$ cat src/rtl/pc_ctrl_pkg.sv
// pc_ctrl_pkg: shared types and constants for the PC controller.
//   state_t : sequencer states IDLE, FETCH, ISSUE, EXEC
//   NOP     : instruction value held in instr after reset (addi x0,x0,0)
//   PC_INC  : word increment applied to pc for sequential flow
package pc_ctrl_pkg;
  typedef enum logic [1:0] {IDLE, FETCH, ISSUE, EXEC} state_t;
  localparam logic [31:0] NOP = 32'h0000_0013;
  localparam int PC_INC = 1;
endpackage

$ cat src/rtl/pc_next_calc.sv
// pc_next_calc: combinational next-PC selection and adder.
//   pc      in  : address of the current instruction
//   imm     in  : two's-complement word offset
//   zero    in  : ALU zero flag
//   branch  in  : current instruction is a conditional branch
//   jump    in  : current instruction is an unconditional jump
//   pc_next out : pc + imm when the branch is taken or on a jump, pc + 1 otherwise
module pc_next_calc
  import pc_ctrl_pkg::*;
#(
  parameter int ADDR_W = 32
) (
  input  logic [ADDR_W-1:0] pc,
  input  logic [ADDR_W-1:0] imm,
  input  logic              zero,
  input  logic              branch,
  input  logic              jump,
  output logic [ADDR_W-1:0] pc_next
);
  // Sums are truncated to ADDR_W bits, so wrap-around is silent and a
  // negative imm steps backward.
  assign pc_next = ((zero & branch) | jump) ? pc + imm : pc + ADDR_W'(PC_INC);
endmodule

$ cat src/rtl/pc_ctrl.sv
// pc_ctrl: instruction sequencer running FETCH -> ISSUE -> EXEC per instruction.
//   clk         in  : rising-edge clock
//   rst_n       in  : synchronous active-low reset
//   halt        in  : stop at the next instruction boundary (sampled in IDLE or on ex_done)
//   imem_req    out : fetch request, high only in FETCH
//   imem_addr   out : fetch word address, always equal to pc
//   imem_ack    in  : imem_rdata valid, honoured only in FETCH
//   imem_rdata  in  : fetched instruction
//   instr       out : latched instruction for decode
//   instr_valid out : instr offered to decode, high only in ISSUE
//   instr_ready in  : decode accepts instr, honoured only in ISSUE
//   ex_done     in  : execute resolved, honoured only in EXEC
//   zero/branch/jump/imm in : branch resolution inputs, used only with ex_done
//   pc          out : address of the current instruction
//   busy        out : high in every state except IDLE
module pc_ctrl
  import pc_ctrl_pkg::*;
#(
  parameter int              ADDR_W   = 32,
  parameter logic [ADDR_W-1:0] RESET_PC = '0
) (
  input  logic              clk,
  input  logic              rst_n,
  input  logic              halt,
  output logic              imem_req,
  output logic [ADDR_W-1:0] imem_addr,
  input  logic              imem_ack,
  input  logic [31:0]       imem_rdata,
  output logic [31:0]       instr,
  output logic              instr_valid,
  input  logic              instr_ready,
  input  logic              ex_done,
  input  logic              zero,
  input  logic              branch,
  input  logic              jump,
  input  logic [ADDR_W-1:0] imm,
  output logic [ADDR_W-1:0] pc,
  output logic              busy
);
  state_t            state;
  logic [ADDR_W-1:0] pc_next;

  pc_next_calc #(.ADDR_W(ADDR_W)) u_next (
    .pc     (pc),
    .imm    (imm),
    .zero   (zero),
    .branch (branch),
    .jump   (jump),
    .pc_next(pc_next)
  );

  assign imem_addr = pc;

  // Outputs are registered alongside the state so each one reflects the
  // state being entered; handshakes seen on entry act on the next edge.
  always_ff @(posedge clk) begin
    if (!rst_n) begin
      state       <= IDLE;
      pc          <= RESET_PC;
      instr       <= NOP;
      imem_req    <= 1'b0;
      instr_valid <= 1'b0;
      busy        <= 1'b0;
    end else begin
      case (state)
        IDLE: if (!halt) begin
          state    <= FETCH;
          imem_req <= 1'b1;
          busy     <= 1'b1;
        end
        FETCH: if (imem_ack) begin
          state       <= ISSUE;
          instr       <= imem_rdata;
          imem_req    <= 1'b0;
          instr_valid <= 1'b1;
        end
        ISSUE: if (instr_ready) begin
          state       <= EXEC;
          instr_valid <= 1'b0;
        end
        EXEC: if (ex_done) begin
          pc       <= pc_next;
          state    <= halt ? IDLE : FETCH;
          imem_req <= !halt;
          busy     <= !halt;
        end
        default: state <= IDLE;
      endcase
    end
  end
endmodule

$ cat config.mk
export PLATFORM = sky130hd
export DESIGN_NAME = pc_ctrl
export DESIGN_NICKNAME = d
export VERILOG_FILES = /design/src/rtl/pc_ctrl_pkg.sv /design/src/rtl/pc_next_calc.sv /design/src/rtl/pc_ctrl.sv
export SDC_FILE = /design/constraint.sdc
export NUM_CORES = 1
export LEC_CHECK = 0
export CAP_MARGIN = 20
export CORE_UTILIZATION = 60
export DETAILED_ROUTE_END_ITERATION = 6
export DONT_BUFFER_PORTS = 1
export MAX_ROUTING_LAYER = met4
export PLACE_DENSITY = 0.76
export SLEW_MARGIN = 10
export SYNTH_ARGS = -nofsm -noshare
export SYNTH_HDL_FRONTEND = slang
export SYNTH_SLANG_ARGS = --single-unit
export TNS_END_PERCENT = 20
$ cat constraint.sdc
create_clock -name clk -period 6.2 [get_ports clk]
set_input_delay 1.24 -clock clk [delete_from_list [all_inputs] [get_ports clk]]
set_output_delay 1.24 -clock clk [all_outputs]
set_load 0.05 [all_outputs]
# After elaboration in Yosys (flattened, before gate mapping)
# Index checks and enable logic that the tools add are counted.
[word_totals]
output_inout_bits = 99
elab_cells = 43
reg_bits = 69
[op_classes]
bitwise_logic = 2
add_sub_neg = 2
n_mux = 15
eq_ne = 7
reduce_logical = 11
[ops]
columns = ["cell", "n"]
rows = [
  ["$add A32 B1 Y32 const B", 1],
  ["$add A32 B32 Y32", 1],
  ["$mux W32", 1],
  ["$mux W2", 4],
  ["$ne A2 B2 Y1 const B", 4],
  ["$pmux W2 S4", 1],
  ["$reduce_and A4 Y1", 2],
  ["$mux W1", 6],
  ["$reduce_and A3 Y1", 2],
  ["$eq A2 B2 Y1 const B", 2],
  ["$pmux W1 S2", 2],
  ["$reduce_and A2 Y1", 2],
  ["$reduce_bool A2 Y1", 2],
  ["$pmux W1 S3", 1],
  ["$reduce_bool A3 Y1", 1],
  ["$eq A2 B1 Y1 const B", 1],
  ["$logic_not A2 Y1", 1],
  ["$and A1 B1 Y1", 1],
  ["$logic_not A1 Y1", 1],
  ["$or A1 B1 Y1", 1],
]

# Logic depth before layout (Yosys ltp)
# Gate-level depths: netlist of the first run.
[depth]
word_depth = 3
ltp_mapped = 13
ltp_nobuf = 12

# Modules after synthesis
# Synthesis of the first run repeated with hierarchy kept, for this count alone.
[unflattened]
cells_unflattened = 618
hier_area_um2 = 4769.6
[modules_own_cells]
columns = ["mod", "instances", "area_each_um2", "cells_each"]
rows = [
  ["pc_ctrl", 1, 2886.5, 352],
  ["pc_next_calc", 1, 1883.1, 266],
]

# Least setup slack after synthesis of the first run
# Ideal clock, no wire load.
[synth_path]
path_type = "input-to-reg"
from = "input port zero"
to = "register pc[28], in the netlist imem_addr[28]"
path_buffers = 1
t_required_ns = 6.071
arrival_ns = 4.056
setup_ns = 0.129
path_stages = 13
slack_ns = 2.015
path_cell_list = "a21oi_1 -> clkbuf_1 -> or2_2 -> ha_1 -> fa_1 -> a211o_1 -> a21o_1 -> o21a_4 -> a311o_4 -> a31oi_4 -> nor3_1 -> o211ai_1 -> a31oi_1"
[synth_via]
elab_chain_cells = 3
[synth_lines]
columns = ["element", "line_no", "text"]
rows = [
  ["start, declared", "pc_ctrl.sv:33", "input logic zero,"],
  ["$and A1 B1 Y1", "pc_next_calc.sv:22", "assign pc_next = ((zero & branch) | jump) ? pc + imm : pc + ADDR_W'(PC_INC);"],
  ["$or A1 B1 Y1", "pc_next_calc.sv:22", ""],
  ["$mux W32", "pc_next_calc.sv:22", ""],
  ["end signal, assigned", "pc_ctrl.sv:82", "pc <= pc_next;"],
  ["end, declared", "pc_ctrl.sv:37", "output logic [ADDR_W-1:0] pc,"],
]
# No other way between the ends.
# A chain may end at the register's enable or synchronous reset.

# Worst setup path after layout of the first run
# Ends and elaborated chain as after synthesis.

==> results of run 1 <==
==> final timing paths <==
path	from	end	depth (start not counted)
setup / recovery	zero	imem_addr[28]$_SDFFE_PN0P_	13
hold / removal	state[1]$_SDFFE_PN0P_	state[1]$_SDFFE_PN0P_	2
setup reg to reg	imem_addr[0]$_SDFFE_PN0P_	imem_addr[28]$_SDFFE_PN0P_	10
hold reg to reg	state[1]$_SDFFE_PN0P_	state[1]$_SDFFE_PN0P_	2
==> cells by family after synthesis <==
family,after synthesis,synth area share (%)
AND/OR/NAND/NOR,237,23.7
AO/OA/AOI/OAI,176,23.6
buffers and inverters,79,8.86
flip-flops,69,29.2
adder cells (fa/ha/maj),38,10.2
XOR/XNOR,17,3.15
multiplexers,6,1.27
==> cells in the mapped netlist (3+ instances only) <==
cell type,count
sky130_fd_sc_hd__a211oi_1,8
sky130_fd_sc_hd__a21o_1,16
sky130_fd_sc_hd__a21oi_1,82
sky130_fd_sc_hd__a31oi_1,4
sky130_fd_sc_hd__and3_1,4
sky130_fd_sc_hd__buf_4,32
sky130_fd_sc_hd__clkbuf_1,33
sky130_fd_sc_hd__dfxtp_1,69
sky130_fd_sc_hd__ha_1,37
sky130_fd_sc_hd__inv_1,10
sky130_fd_sc_hd__mux2i_1,6
sky130_fd_sc_hd__nand2_1,116
sky130_fd_sc_hd__nand2b_1,3
sky130_fd_sc_hd__nand3_1,24
sky130_fd_sc_hd__nand4_1,10
sky130_fd_sc_hd__nand4b_1,6
sky130_fd_sc_hd__nor2_1,22
sky130_fd_sc_hd__nor2b_1,35
sky130_fd_sc_hd__nor3_1,5
sky130_fd_sc_hd__o211ai_1,13
sky130_fd_sc_hd__o21a_1,5
sky130_fd_sc_hd__o21ai_0,22
sky130_fd_sc_hd__o21ai_1,3
sky130_fd_sc_hd__o21bai_1,3
sky130_fd_sc_hd__xnor2_1,12
sky130_fd_sc_hd__xor2_1,5
==> registers in the layout (all words and copies together), names as in the netlist <==
name         count
busy             1
imem_req         1
instr           32
imem_addr       32
instr_valid      1
state            2
==> power by group through the flow <==
| stage | Clock [mW] | Combinational [mW] | Sequential (mW) |
|---|---|---|---|
| CTS | 0.411 | 0.294 | 0.725 |
| detailed placement | 0 | 0.292 | 0.735 |
| finish | 0.406 | 0.295 | 0.725 |
| floorplan | 0 | 0.286 | 0.693 |
| global placement | 0 | 0.280 | 0.733 |
| global route | 0.427 | 0.335 | 0.732 |
==> layout make-up <==
cell class | count | area, µm²
clock buffers | 9 | 124
well taps | 102 | 128
fillers | 737 | 2970
inverters | 11 | 41.3
flip-flops and latches | 69 | 1380
repair buffers | 3 | 22.5
clock inverters | 6 | 88.8
multi-input cells | 474 | 2940
==> routing by layer <==
metal | wire [µm] | up-vias | track usage (%)
li1 | - | 2028 | -
met1 | 4840 | 1901 | 32.2
met2 | 5320 | 139 | 45.8
met3 | 661 | 19 | 5.56
met4 | 240 | 0 | 11.2
met5 | 0 | - | -
==> worst min-delay path, cell delays in order (launching register included) <==
cell and delay (ns):
sky130_fd_sc_hd__dfxtp_1 0.37, sky130_fd_sc_hd__mux2i_1 0.15, sky130_fd_sc_hd__nor2_1 0.05
==> out/results.txt, run 1 <==
Dividing the detail-routed wire length by the instance count gives 16.4 µm. The buffers plus inverters on the worst setup path came out at 1. The largest net degree at the start of global routing is 56, and the via count of the routed design is 4087. The cell count after synthesis came out at 622. Post-CTS repair changed the size of 0 cells. The startpoint type of the worst setup path was an input port. Global routing consumed, over all layers together, 27.4% of the routing resources. For this block, the routed nets add up to 11100 µm of wire. The capturing element type of the critical path is a flop. The total overflow left after global routing is 0. The total power per unit cell area was 302 nW/µm².

In the synthesized netlist the async set-or-reset flop fraction comes to 0%. The part of the total power dissipated in the clock network was 28.5%. Across the routed clock network, the largest skew measured is 0.0104 ns. The area share of the largest cell type after synthesis came out at 29.2%. Number of failing setup endpoints in the final timing report: 0. The maximum fanout count along the critical path is 33. Based on the critical path, the design can be clocked at up to 250 MHz. The tools report the count of maximum capacitance violations as 0. Walking the worst path, the cells encountered are a21oi_2 > buf_4 > or2_2 > ha_1 > fa_1 > a211o_1 > a21o_1 > o21a_4 > a311o_4 > a21oi_4 > o21a_4 > o311ai_1 > a31oi_1. Among all flip-flop cells after synthesis, the most frequent one is sky130_fd_sc_hd__dfxtp_1.

The logs give 61.4% for the core occupancy in the finished layout and 51 for the count of different cell masters after synthesis. The number of global-route vias before repair is 3924. From left edge to right edge, the die measures 90.8 µm.

For this block, the initial DRC count from the detailed router was 173. The type of the most critical hold path is flop to flop. In the finished design, the share of the clock period the worst path needs comes to 64.6%. Hold timing on the final database bottoms out at a slack of 0.608 ns.

The proportion of total power due to net switching came out at 41.6%. The kind of cell with the highest combined delay along the critical path is compound AO/OA/AOI/OAI gates. In this design, the critical path's most frequently occurring cell is sky130_fd_sc_hd__o21a_4. TritonCTS built the clock tree. The most common cell after layout, fill and taps aside is sky130_fd_sc_hd__nand2_1. In this run the static leakage power is 1.89 nW. CTS saw 69 sinks. The tools report the worst voltage drop across the vdd grid as 0.207 mV.

Setup repair after global routing left no endpoint under its margin. After detailed routing, the number of vias per cell comes to 6.06. At the pin with the least slew margin, the transition time is 1.14 ns. Internal power comes to 0.832 mW.

In the final design database the tool counted 679 nets. The clock insertion delay at the later pin of the skew report is 0.35 ns, and the core area is 7690 µm². In the final layout, the share of cells above drive strength 1 is 5.42%. Mean instance size in the synthesized netlist: 7.61 µm².

The finished layout holds 674 standard cells, fillers aside. The count of yosys warnings during synthesis is 0. The logs give 2 for the worst-case clock buffer depth and 0 for the remaining antenna violation count.

From synthesis to final layout, the design area changed by -0.238%. The number of setup buffers added after CTS is 0. Clock tree synthesis inserted a total of 9 buffers.

The die is 90.8 µm tall. The maximum cell stage delay along the critical path is 0.44 ns. Summed over all nets, the half-perimeter wirelength after detailed placement is 7820 µm. In this run the core area contains 32 standard-cell rows.

Data arrives at the worst endpoint at 4.27 ns. For the finished layout, the period the worst path requires is 4.00 ns. The first global-routing pass estimated 18000 µm of wire. The count of final max-slew check failures is 0.

Overall power consumption after layout is estimated at 1.43 mW. In this run the power spent charging and discharging nets is 0.593 mW. For the worst setup slack after placement, the log shows 1.84 ns. Summing every instance area after synthesis gives 4730 µm². The flow ran to the end, and the final reports show no timing, DRC or antenna violations. Per report_power, the sequential group accounts for 50.8% of the total.

The starting utilization of the core area was 61.6%; the clock-pin transition on the worst setup and hold timing paths was 0.08 ns. The run gives 0 as the number of hold violations in the final report. Per report_power, the combinational group accounts for 20.7% of the total. 0 antenna diodes ended up in the layout. Buffers placed on the I/O ports in this run total 0.

The instance area after placement is 4510 µm², and the sequential share of the synthesized area is 29.2%. After detailed routing, the number of remaining DRC violations is 0. The worst pin sits at a relative slew slack of 24.2%. The number of instances in the placed design is 659, and the register bit total from synthesis is 69.

For this design, the slowest cell found on the critical path is sky130_fd_sc_hd__fa_1. The tools report the worst-case register-to-register setup slack as 2.78 ns. The worst setup path category is input port to flop.

The data required time of the critical path is 6.47 ns, and the post-route cell area is 4720 µm². Leaving out fill and tap cells, the most frequent cells in the layout are 116 x sky130_fd_sc_hd__nand2_1, 81 x sky130_fd_sc_hd__a21oi_1, 69 x sky130_fd_sc_hd__dfxtp_1. The routability-driven placement congestion ratio was 0.903; the post-cts hold buffer count was 0. The post-synthesis cell type with the largest combined area is sky130_fd_sc_hd__dfxtp_1. CTS placed an instance of sky130_fd_sc_hd__clkbuf_8 at the clock tree root.

The number of search-and-repair iterations in the first detailed-routing pass was 4. The maximum level of the CTS H-tree is 3. The floorplan step defined a die boundary enclosing 8250 µm².

Net count after synthesis: 733. Setup slack closes at 2.20 ns. The initial antenna violation count is 0. For the setup TNS, the log shows 0 ns. After synthesis, the cell types taking the most area are sky130_fd_sc_hd__dfxtp_1 29%, sky130_fd_sc_hd__ha_1 9.8%, sky130_fd_sc_hd__nand2_1 9.2%. The I/O pin count is 172, and the number of synthesized flops with an enable pin is 0.
(Power assumes the default switching activity.)
==> inputs of run 2 (changes only) <==
- CORE_UTILIZATION: 60 -> 58
- clock period: 6.2 -> 3.3 ns (I/O delays scaled with it)
==> run 2 against run 1 <==
Net effect:
- clock power grew 81%
- critical path type unchanged
- total power rose by 89%
- wire length rose by 4.9%
- sequential power grew 72%
- die area increased by 3.4%
- highest routed layer unchanged
- combinational power up 140%
- utilization up 4.2 points
- largest power group unchanged
- count of clock-buffer cells in the layout is 1 higher
- clock skew decreased by 0.0018 ns
- via count is 6.3% higher
==> out/results.txt, run 2 (synthesized netlist as in run 1, its figures left out) <==
The run finished with clean final reports. The final period demand of the worst path was 3.02 ns; the remaining antenna violation count was 0. The worst voltage drop across the vdd grid is 0.462 mV.

Setup repair after global routing left no endpoint under its margin. The number of cells on the worst reg-to-reg path is 10. After filler insertion, the fill cell instance count of the layout stands at 681. The highest attainable clock frequency was 331 MHz.

The tools report the clock root buffer as sky130_fd_sc_hd__clkbuf_8. Clock tree synthesis inserted a total of 9 buffers. The total power per unit cell area is 525 nW/µm², and the count of maximum capacitance violations is 0. The number of global-route vias before repair is 4040, and the largest net degree at the start of global routing is 56. The total number of clock tree sinks was 69. Initial antenna violation count: 0. Summed over all cells, the static leakage comes to 2.16 nW. After detailed routing, the number of remaining DRC violations is 0.

In this run the post-CTS setup repair buffer count came out at 0. The tools report the setup TNS as 0 ns. The tools report the worst hold slack after final layout as 0.395 ns. The die width was 92.3 µm; the maximum level of the CTS H-tree was 3.

The routability-driven placement congestion ratio is 0.902. The logs give 3.49 ns for the data required time of the critical path and 27.5% for the global-route usage over all layers. On the final layout, the worst clock skew is 0.00867 ns. The worst setup path is launched from an input port.

The type of the most critical hold path was input port to flop. Timing analysis after detailed placement gives a worst setup slack of -0.0591 ns. The post-route fraction of the period consumed by the critical path was 91.7%; the cell row count was 32. The depth of the worst hold-timing path is 1, and the core area is 7810 µm².

0 antenna diodes ended up in the layout. Ratio of cells with drive above 1 in the final layout: 13.8%. For this run, the detailed router's first-pass iteration total came to 5.

For the count of final max-slew check failures, the log shows 0. The design draws 2.69 mW. The post-detailed-route via-to-cell ratio came out at 5.97. Pin placement for this block handled 172 I/O pins. At the later pin of the worst-skew pair, clock insertion delay measures 0.35 ns. The longest clock path from root to sink contains 2 buffers.

Capturing element type of the critical path: a flop. In this run the critical register-to-register path is launched from imem_addr[0]$_SDFFE_PN0P_. Once the floorplan was initialized, standard cells occupied 60.6% of the core. The die covers 8530 µm². The first global-routing pass estimated 18400 µm of wire.

The number of design-rule violations left by the first detailed-router iteration was 210; the post-cts gate resize count was 0. Summed over all layers, the global routing overflow is 0. The wire-length estimate of the detail-placed layout is 8570 µm.

After detailed routing, the average wire length per cell comes to 15.9 µm. In the layout the commonest cells are 116 x sky130_fd_sc_hd__nand2_1, 81 x sky130_fd_sc_hd__a21oi_1, 69 x sky130_fd_sc_hd__dfxtp_1. For the post-cts hold buffer count, the log shows 0. Compared with the post-synthesis result, the final layout area differs by 8.30%. After clock tree synthesis, the clock-pin slew on the worst setup and hold paths is 0.08 ns.

The routed layout has 4343 vias. In this run the register-to-register setup slack is 0.64 ns. The tools report the sequential cell area as 1380 µm². The number of failing setup endpoints in the final timing report was 0. The tools report the worst hold path startpoint as rst_n. Of all nets on the critical path, the largest fanout is 23.

The count of buffers added on input and output ports is 0. The number of nets at the end of the flow was 731; the least setup slack across all paths after layout was 0.275 ns. The arrival time of the worst setup path is 3.22 ns, and the vertical die dimension is 92.3 µm. TritonCTS built the clock tree. The worst hold path endpoint is instr[4]$_SDFFE_PN1P_. For the pin with the worst max-slew slack, the measured transition is 1.06 ns.

In this run the tightest slew margin relative to its limit is 29.1%. The worst setup path category is input port to flop. Most common cell after layout, fill and taps aside: sky130_fd_sc_hd__nand2_1.

The tools report the number of hold violations in the final report as 0. The tools report the endpoint of the worst-slack reg-to-reg timing path as imem_addr[28]$_SDFFE_PN0P_. The detailed-route wire length is 11600 µm, and the footprint of the multi-input gates is 2950 µm².
==> run 2: cell types whose count changed in the layout (fill, tap and decap cells not counted), sizes merged <==
cell    delta
clkbuf     +1
bufinv     -1
inv        +1
buf       +52
==> run 2: layer usage <==
layer,wire (µm),global-route usage (%),vias up
met3,827,5.34,25
met5,0,-,-
met2,5550,44.5,169
met1,4980,33.8,2009
li1,-,-,2140
met4,238,11.1,0
==> run 2: where the power goes <==
part | leakage (nW) | total (mW) | switching [mW] | internal (mW)
Clock | 0.0991 | 0.733 | 0.358 | 0.375
Sequential | 0.559 | 1.25 | 0.316 | 0.929
Combinational | 1.50 | 0.715 | 0.467 | 0.248
Total | 2.16 | 2.69 | 1.14 | 1.55
==> run 2: worst max path at each step <==
stage	from	to	slack, ns	cells past startpoint
after floorplan	zero	imem_addr[28]$_SDFFE_PN0P_	0.03	13
after global placement	zero	imem_addr[28]$_SDFFE_PN0P_	0.02	12
after detailed placement	zero	imem_addr[28]$_SDFFE_PN0P_	-0.06	12
after CTS	zero	imem_addr[28]$_SDFFE_PN0P_	0.31	12
after global routing	zero	imem_addr[17]$_SDFFE_PN0P_	0.11	12
final	zero	imem_addr[28]$_SDFFE_PN0P_	0.28	12
==> run 2: stage by stage <==
step | cells | util, % | instance area (µm²)
after floorplan | 622 | - | 4760
after detailed placement | 711 | 63.0 | 4920
final | 727 | 65.7 | 5130
after global placement | 711 | 63.0 | 4920
after CTS | 727 | 65.7 | 5130
after global routing | 727 | 65.7 | 5130
==> run 2: layout make-up <==
| cell class | count | area share [%] |
|---|---|---|
| Clock buffer | 10 | 2.68 |
| Clock inverter | 6 | 1.39 |
| Inverter | 11 | 0.805 |
| Multi-Input combinational cell | 474 | 57.6 |
| Timing Repair Buffer | 55 | 8.05 |
| Sequential cell | 69 | 26.9 |
| Tap cell | 102 | 2.49 |
==> run 2: worst max-delay path, stage by stage <==
cell	delay [ns]
sky130_fd_sc_hd__a21oi_2	0.15
sky130_fd_sc_hd__buf_4	0.31
sky130_fd_sc_hd__nor2b_1	0.09
sky130_fd_sc_hd__ha_1	0.35
sky130_fd_sc_hd__a211o_1	0.34
sky130_fd_sc_hd__a21o_1	0.19
sky130_fd_sc_hd__o21a_4	0.21
sky130_fd_sc_hd__a311o_4	0.36
sky130_fd_sc_hd__a31oi_4	0.21
sky130_fd_sc_hd__nor3_1	0.07
sky130_fd_sc_hd__o211ai_1	0.18
sky130_fd_sc_hd__a31oi_1	0.10
==> RTL change, RTL diff (flow settings as in run 1) <==
`ADDR_W` is set to 32 in 2 places; all go to 48.
--- a/src/rtl/pc_next_calc.sv
+++ b/src/rtl/pc_next_calc.sv
@@ -8,7 +8,7 @@
 module pc_next_calc
   import pc_ctrl_pkg::*;
 #(
-  parameter int ADDR_W = 32
+  parameter int ADDR_W = 48
 ) (
   input  logic [ADDR_W-1:0] pc,
   input  logic [ADDR_W-1:0] imm,
--- a/src/rtl/pc_ctrl.sv
+++ b/src/rtl/pc_ctrl.sv
@@ -16,7 +16,7 @@
 module pc_ctrl
   import pc_ctrl_pkg::*;
 #(
-  parameter int              ADDR_W   = 32,
+  parameter int              ADDR_W   = 48,
   parameter logic [ADDR_W-1:0] RESET_PC = '0
 ) (
   input  logic              clk,
Ports: changed (resized imem_addr, imm and pc); port bits go from 172 to 220. No check against the original RTL was run, so the function may have changed too.
==> RTL change against run 1 <==
  * Global-route usage grew 0.67 points
  * Utilization shrank 0.27 points
  * Synthesized area grew 38%
  * Via count grew 33%
  * Worst hold slack gained 10 ps
  * Final cell count grew 34%
  * Final area grew 36%
  * Sequential cell count grew 16
  * Wire length grew 39%
  * Setup slack lost 190 ps
  * Total power grew 14%
  * Critical path type unchanged
  * Critical endpoint is now imem_addr[45]
  * Largest power group unchanged
==> RTL change: results (changes against run 1) <==
The main combinational cell family by area after synthesis is simple AND/OR/NAND/NOR gates. The leakage component of the power was 2.66 nW (+41%). The first-pass GRT wire length came out at 24,700 microns (+38%).

The share of layout cells above drive strength 1 came to 6.68% (+1.3 points). The area share of fa/ha/maj cells after synthesis came to 10.4% (+0.23 points). The HPWL after detailed placement came out at 11,400 microns (+45%). The critical path's slowest cell is sky130_fd_sc_hd__a21oi_4. The clock tree skew after final layout came out at 10.6 ps (+0.206 ps). Sorting the synthesized cells by how often they occur yields 139 x sky130_fd_sc_hd__nand2_1, 85 x sky130_fd_sc_hd__dfxtp_1, 56 x sky130_fd_sc_hd__o21ai_0, 53 x sky130_fd_sc_hd__ha_1, 52 x sky130_fd_sc_hd__nor2b_1. The via count of the first global-routing pass came out at 5,261 (+34%). The number of nets in the layout came to 902 (+33%). The final period demand of the worst path is 4200 ps (+194 ps). The net count after synthesis was 977 (+33%). The fraction of the yosys area taken by sequential cells is 26.0% (-3.2 points). The primary flip-flop cell chosen by synthesis mapping is sky130_fd_sc_hd__dfxtp_1. The routability congestion estimate from global placement is 0.891 (-1.3%). The run finished with clean final reports.

The xor/xnor share of the synthesized area is 5.35% (+2.2 points). The overall global routing resource usage came out at 28.1% (+0.67 points). The post-cts repair resize count is 0 (unchanged). The compound-cell area share of the yosys netlist came out at 24.0% (+0.35 points). The insertion delay to the later sink of the worst-skew pair is 380 ps (+30 ps). The register clock-pin slew on the reported worst setup and hold paths came out at 100 ps (+20 ps).

The number of antenna violations at the first check in global routing came out at 1 (+1). The detailed-route wire length is 15,400 microns (+39%). The maximum VDD drop came to 220 uV (+6.4%). The number of max-cap violations came to 0 (unchanged). The total iterations of the first detailed-routing run came out at 5 (+1).

The violation count after the first detailed-routing iteration is 336 (+94%). The mux contribution to synthesized area was 0.459% (-0.81 points). The maximum net fanout on the critical path came out at 30 (-9.1%). Sorting the synthesized cells by area gives the leading types as sky130_fd_sc_hd__dfxtp_1 26%, sky130_fd_sc_hd__ha_1 10%, sky130_fd_sc_hd__nand2_1 8.0%. The number of distinct standard cells referenced by the synthesized netlist came to 69 (+35%). The max-slew headroom at the worst pin is 25.5% (+1.4 points). The number of filler instances in the final layout is 955 (+30%). The pin count of the biggest net entering global routing came out at 93 (+66%).
[RTL change: cell count changes in the layout (fill, tap and decap cells not counted), sizes merged, moves of 17 or more]
| cell | run 1 | this run |
|---|---|---|
| a21oi | 83 | 51 |
| nor2b | 35 | 52 |
| nand2 | 116 | 139 |
| a21boi | 2 | 35 |
| o21ai | 25 | 68 |
| and2 | 2 | 32 |
[RTL change: power by group]
group	internal, W	leakage [nW]	switching, W	total [W]
sequential	0.000600	0.688	0.000254	0.000854
clock	0.000198	0.111	0.000241	0.000439
combinational	0.000133	1.86	0.000202	0.000335
[RTL change: path summary, 6_finish.rpt]
| check | startpoint | end | slack, ps | cells past startpoint |
|---|---|---|---|---|
| setup / recovery | zero | imem_addr[45] | 2000 | 14 |
| setup reg to reg | imem_addr[11] | imem_addr[34] | 2620 | 11 |
| hold / removal | state[1] | state[0] | 620 | 2 |
| hold reg to reg | state[1] | state[0] | 620 | 2 |
[RTL change: layer usage]
metal | vias up | GRT usage, % | routed length (microns)
met5 | - | - | 0
met4 | 0 | 13.0 | 406
met3 | 31 | 7.42 | 1270
met2 | 215 | 46.9 | 7280
met1 | 2482 | 31.4 | 6450
li1 | 2701 | - | -
[RTL change: stage by stage]
step	power, W	cell area [sq um]	util [%]	std cells	setup WS (ps)
final	0.00163	6400	61.2	901	2000
after global routing	0.00172	6400	61.2	901	1770
after CTS	0.00164	6400	61.1	900	2020
after detailed placement	0.00120	6180	59.1	884	1610
after global placement	0.00118	6180	59.1	884	1710
after floorplan	0.00116	6550	-	834	2010
[RTL change: area by class of cell]
type | count | area [sq um] | area share, %
clock buffer | 9 | 124 | 1.94
inverter | 19 | 71.3 | 1.11
timing repair buffer | 2 | 15.0 | 0.235
clock inverter | 7 | 88.8 | 1.39
tap | 136 | 170 | 2.66
multi-input combinational | 642 | 4230 | 66.0
sequential | 85 | 1700 | 26.6
antenna | 1 | 2.50 | 0.0391
[RTL change: worst register-to-register path: stages, from the launching register on]
cell,delay (ps)
sky130_fd_sc_hd__dfxtp_1,1000
sky130_fd_sc_hd__ha_1,460
sky130_fd_sc_hd__a21oi_2,240
sky130_fd_sc_hd__nand2_1,130
sky130_fd_sc_hd__o21bai_1,300
sky130_fd_sc_hd__o2111ai_1,210
sky130_fd_sc_hd__nand2_1,220
sky130_fd_sc_hd__o21ai_4,120
sky130_fd_sc_hd__a211oi_1,380
sky130_fd_sc_hd__xor2_1,180
sky130_fd_sc_hd__o21ai_0,80
sky130_fd_sc_hd__and2_1,180
